$ cat src/rtl/lut_1058_bist.sv
// lut_1058_bist
// Built-in self test for a 4-input LUT. The tester drives every code 0..15
// onto b, waits SETTLE cycles, samples the LUT response s and compares it
// against the expected truth table TRUTH. Mismatches are counted separately
// for "expected 1, read 0" and "expected 0, read 1".
//
// Ports
//   clk          : clock, all state changes on the rising edge
//   rst_n        : synchronous active-low reset
//   start        : sweep request, level-sampled only while idle
//   s            : response of the LUT under test
//   b[3:0]       : code driven to the LUT under test
//   busy         : sweep in progress (WAIT or SAMPLE)
//   done         : one-cycle pulse at the end of a sweep
//   pass         : last completed sweep had no mismatches
//   err_one_cnt  : codes expected 1 but read 0
//   err_zero_cnt : codes expected 0 but read 1
//
// state  | meaning
// -------+------------------------------------------------------------
// IDLE   | waiting for start; results of the last sweep are held
// WAIT   | b is driven, settle counter running for SETTLE cycles
// SAMPLE | s is compared against TRUTH[b]; step b or finish
// DONE   | done pulse, pass reflects the final counts; back to IDLE

module lut_1058_bist #(
    parameter logic [15:0] TRUTH  = 16'h1058,
    parameter int          SETTLE = 2
) (
    input  logic       clk,
    input  logic       rst_n,
    input  logic       start,
    input  logic       s,
    output logic [3:0] b,
    output logic       busy,
    output logic       done,
    output logic       pass,
    output logic [4:0] err_one_cnt,
    output logic [4:0] err_zero_cnt
);

    typedef enum logic [1:0] {
        ST_IDLE   = 2'd0,
        ST_WAIT   = 2'd1,
        ST_SAMPLE = 2'd2,
        ST_DONE   = 2'd3
    } state_t;

    // The settle counter counts up from 0; WAIT ends on its last value.
    localparam logic [3:0] SETTLE_LAST = 4'(SETTLE - 1);

    state_t     state, state_nxt;
    logic [3:0] settle_cnt, settle_cnt_nxt;
    logic [3:0] b_nxt;
    logic       busy_nxt;
    logic       done_nxt;
    logic       pass_nxt;
    logic [4:0] err_one_nxt;
    logic [4:0] err_zero_nxt;

    always_ff @(posedge clk) begin
        if (!rst_n) begin
            state        <= ST_IDLE;
            settle_cnt   <= 4'd0;
            b            <= 4'd0;
            busy         <= 1'b0;
            done         <= 1'b0;
            pass         <= 1'b0;
            err_one_cnt  <= 5'd0;
            err_zero_cnt <= 5'd0;
        end else begin
            state        <= state_nxt;
            settle_cnt   <= settle_cnt_nxt;
            b            <= b_nxt;
            busy         <= busy_nxt;
            done         <= done_nxt;
            pass         <= pass_nxt;
            err_one_cnt  <= err_one_nxt;
            err_zero_cnt <= err_zero_nxt;
        end
    end

    always_comb begin
        state_nxt      = state;
        settle_cnt_nxt = settle_cnt;
        b_nxt          = b;
        done_nxt       = 1'b0;
        pass_nxt       = pass;
        err_one_nxt    = err_one_cnt;
        err_zero_nxt   = err_zero_cnt;

        case (state)
            ST_IDLE: begin
                if (start) begin
                    b_nxt          = 4'd0;
                    settle_cnt_nxt = 4'd0;
                    err_one_nxt    = 5'd0;
                    err_zero_nxt   = 5'd0;
                    pass_nxt       = 1'b0;
                    state_nxt      = ST_WAIT;
                end
            end
            ST_WAIT: begin
                if (settle_cnt == SETTLE_LAST) begin
                    state_nxt = ST_SAMPLE;
                end else begin
                    settle_cnt_nxt = settle_cnt + 4'd1;
                end
            end
            ST_SAMPLE: begin
                if (TRUTH[b] && !s) begin
                    err_one_nxt = err_one_cnt + 5'd1;
                end
                if (!TRUTH[b] && s) begin
                    err_zero_nxt = err_zero_cnt + 5'd1;
                end
                if (b != 4'd15) begin
                    b_nxt          = b + 4'd1;
                    settle_cnt_nxt = 4'd0;
                    state_nxt      = ST_WAIT;
                end else begin
                    // pass is registered together with done, so it must
                    // see the counts including this last sample.
                    done_nxt  = 1'b1;
                    pass_nxt  = (err_one_nxt == 5'd0) && (err_zero_nxt == 5'd0);
                    state_nxt = ST_DONE;
                end
            end
            ST_DONE: begin
                state_nxt = ST_IDLE;
            end
            default: begin
                state_nxt = ST_IDLE;
            end
        endcase

        busy_nxt = (state_nxt == ST_WAIT) || (state_nxt == ST_SAMPLE);
    end

endmodule

$ cat config.mk
export PLATFORM = sky130hd
export DESIGN_NAME = lut_1058_bist
export DESIGN_NICKNAME = d
export VERILOG_FILES = /design/src/rtl/lut_1058_bist.sv
export SDC_FILE = /design/constraint.sdc
export NUM_CORES = 1
export LEC_CHECK = 0
export ABC_AREA = 1
export BUFFER_PORTS_ARGS = -buffer_cell sky130_fd_sc_hd__buf_4
export CAP_MARGIN = 10
export CORE_UTILIZATION = 49
export CTS_BUF_LIST = sky130_fd_sc_hd__clkbuf_4 sky130_fd_sc_hd__clkbuf_8 sky130_fd_sc_hd__clkbuf_16
export DETAILED_ROUTE_END_ITERATION = 6
export GPL_TIMING_DRIVEN = 0
export MAX_ROUTING_LAYER = met4
export PLACE_DENSITY = 0.71
export SYNTH_ARGS = -nofsm -noshare
export SYNTH_HDL_FRONTEND = slang
export SYNTH_SLANG_ARGS = --single-unit
$ cat constraint.sdc
create_clock -name clk -period 2.2 [get_ports clk]
set_input_delay 0.33 -clock clk [delete_from_list [all_inputs] [get_ports clk]]
set_output_delay 0.33 -clock clk [all_outputs]
set_load 0.005 [all_outputs]
==> flow_metrics.tcl <==
set metrics [dict create \
    status "completed" \
    post_drt_wl_per_cell_um 10.8 \
    gp_congestion 0.782 \
    finalCritPeriodShare 0.757 \
    hpwl_um 2090 \
    worst-endpoint-required_ns 2.41 \
    die_x_um 54.2 \
    ys.flop_type "dfxtp_1" \
    power.density_mw_per_mm2 501 \
    final-seq-area_um2 480 \
    synth_top_cell_by_area "dfxtp_1" \
    hp-class "primary input to flip-flop" \
    max-slew-margin-rel 0.684 \
    fin_tns_setup_ns 0 \
    grt_pass1_wl_um 4370 \
    grt_start_max_net_pins 14 \
    maxCapViolations 0 \
    fillers 253 \
    grt_pass1_vias 1035 \
    synth_area_per_cell_um2 6.72 \
    synth_top_area_frac 0.359 \
    clk-insertion-delay-late_ns 0.30 \
    clock-sinks 24 \
    ys_warn_count 0 \
    portBuffers 20 \
    drv_slew 0 \
    worstMarginPinSlew_ns 0.475 \
    overflow 0 \
    drc 0 \
    ir_drop_uv 347 \
    groute.usage.overall 0.211 \
    ios 21 \
    cts_tree "done" \
    cts-resized-gates 0 \
    synth.most_common_cell "nand2_1" \
    crit_fanout 6 \
    post_cts_buffers 0 \
    ys_top_cells_by_count "nand2_1 (51), dfxtp_1 (24), inv_1 (24)" \
    die_h_um 54.2 \
    rsz0062_at_grt "false" \
    startpoint "b[0]" \
    num_antenna_cells 0 \
    p_leak_uw 0.000690 \
    die-area_mm2 0.00294 \
    setup_viol 0 \
    nets 233 \
    antenna_left 0 \
    vias 1292 \
    cp_data_arrival_time_ns 1.88 \
    synth_nets 208 \
    synth_cell_type_count 28 \
    finalInstanceArea_mm2 0.00156 \
    r2r_slack_ns 0.53 \
    area_growth_syn_to_layout_pct 16.7 \
    start_util 0.530 \
    ys_seq_elements 24 \
    synth_area_mm2 0.00134 \
    clockBufferDepth 2 \
    synth_edf_count 0 \
    cp-end-kind "flip-flop" \
    min_period_ns 1.67 \
    r2r_cells 9 \
    synth_seq_area_share 0.359 \
    fp.coreArea_mm2 0.00252 \
    placed_cell_area_mm2 0.00153 \
    drive_gt1_frac 0.170 \
    clock.fmax_ghz 0.601 \
    multi_input_area_um2 728 \
    cts_max_level 1 \
    fin_skew_ns 0.00128 \
    drt-pass1-iter-count 4 \
    synthArstFlopShare 0 \
    hold_buffers 0 \
    std_cell_rows 18 \
    crit_type "flip-flop to flip-flop" \
    wl_um 2740 \
    start_kind "flip-flop" \
    root_buffer "clkbuf_4" \
    antenna_found_initial 0 \
    clkTransAtPathRegs_ns 0.13 \
    hold_viol 0 \
    vias_per_cell 5.11 \
    syn-instance-count 199 \
    timing.rr.start "b[0]" \
    numCtsBuffers 3 \
    initialDrtViolationCount 26 \
    yosys-top-cells-area "dfxtp_1 (36%), nand2_1 (14%), nand3_1 (8.6%)" \
]
==> logic make-up (layout without fill, tap and decap cells) <==
logic type / after synthesis / after routing / share of synthesized area
AO/OA/AOI/OAI: 26 / 26 / 0.109
AND/OR/NAND/NOR: 112 / 112 / 0.382
buffers and inverters: 31 / 55 / 0.0963
XOR/XNOR: 1 / 1 / 0.00655
adder cells (fa/ha/maj): 5 / 5 / 0.0468
flip-flops: 24 / 24 / 0.359
==> per-stage QoR <==
step	utilization	cells	hold slack (ns)	setup slack, ns	total power [uW]
floorplan	-	199	0.446	0.734	530
global placement	0.605	249	0.477	0.615	559
detailed placement	0.605	249	0.482	0.580	562
CTS	0.619	253	0.269	0.561	796
global route	0.619	253	0.298	0.409	825
finish	0.619	253	0.282	0.535	782
==> flip-flops by register name (all words and copies together) (netlist names), named ones only <==
signal and count:
err_zero_cnt 5, err_one_cnt 5, busy 1, pass 1
done 1, b 4, settle_cnt 4, state 2
==> worst min-delay path by stage <==
| stage | start | end | slack, ns | cells after the start |
|---|---|---|---|---|
| after floorplan | rst_n | b[0] | 0.45 | 2 |
| after global placement | pass | pass | 0.48 | 2 |
| after detailed placement | pass | pass | 0.48 | 2 |
| after CTS | rst_n | b[0] | 0.27 | 3 |
| after global routing | rst_n | busy | 0.30 | 3 |
| final | rst_n | b[0] | 0.28 | 3 |
==> where the power goes <==
group,internal (uW),switching (uW),total (uW)
registers,445,8.97,454
logic,34.5,64.2,98.6
clock network,101,128,229
total,581,201,782
==> worst max-delay path, stage by stage (launching register included) <==
cell and delay [ns]:
dfxtp_1 0.45, ha_1 0.25, nand2_1 0.07, nor2_1 0.15, nand2_1 0.07, nand2_1 0.11
a21boi_1 0.11, or2_1 0.23, nand2_1 0.07, nand2_1 0.06
==> cells in the final DEF (no fill, tap or decap), drive strengths merged <==
cell type / synthesis / final
clkinv: 2 / 2
nor3: 3 / 3
a211oi: 1 / 1
nand3: 24 / 24
clkbuf: 1 / 5
a21boi: 1 / 1
ha: 5 / 5
nor3b: 1 / 1
xnor2: 1 / 1
nor2: 21 / 21
a21oi: 16 / 16
inv: 27 / 27
or2: 3 / 3
nand2: 54 / 54
dfxtp: 24 / 24
nand3b: 2 / 2
o21ai: 8 / 8
nand4: 4 / 4
buf: 1 / 21
==> cell type report <==
| cell class | instances | share of cell area |
|---|---|---|
| multi-input combinational | 144 | 0.466 |
| tap | 30 | 0.0240 |
| timing repair buffer | 20 | 0.0962 |
| buffer | 2 | 0.0120 |
| inverter | 29 | 0.0705 |
| sequential | 24 | 0.308 |
| clock buffer | 4 | 0.0232 |
==> routing by layer <==
metal	routed length, um	GRT usage	share of wire	vias up
li1	-	-	-	689
met1	1350	0.261	0.49	576
met2	1280	0.358	0.47	25
met3	89	0.0250	0.033	2
met4	14	0.0641	0.0051	0
met5	0	-	0	-
Note: power is estimated with default switching activity, not from simulation.
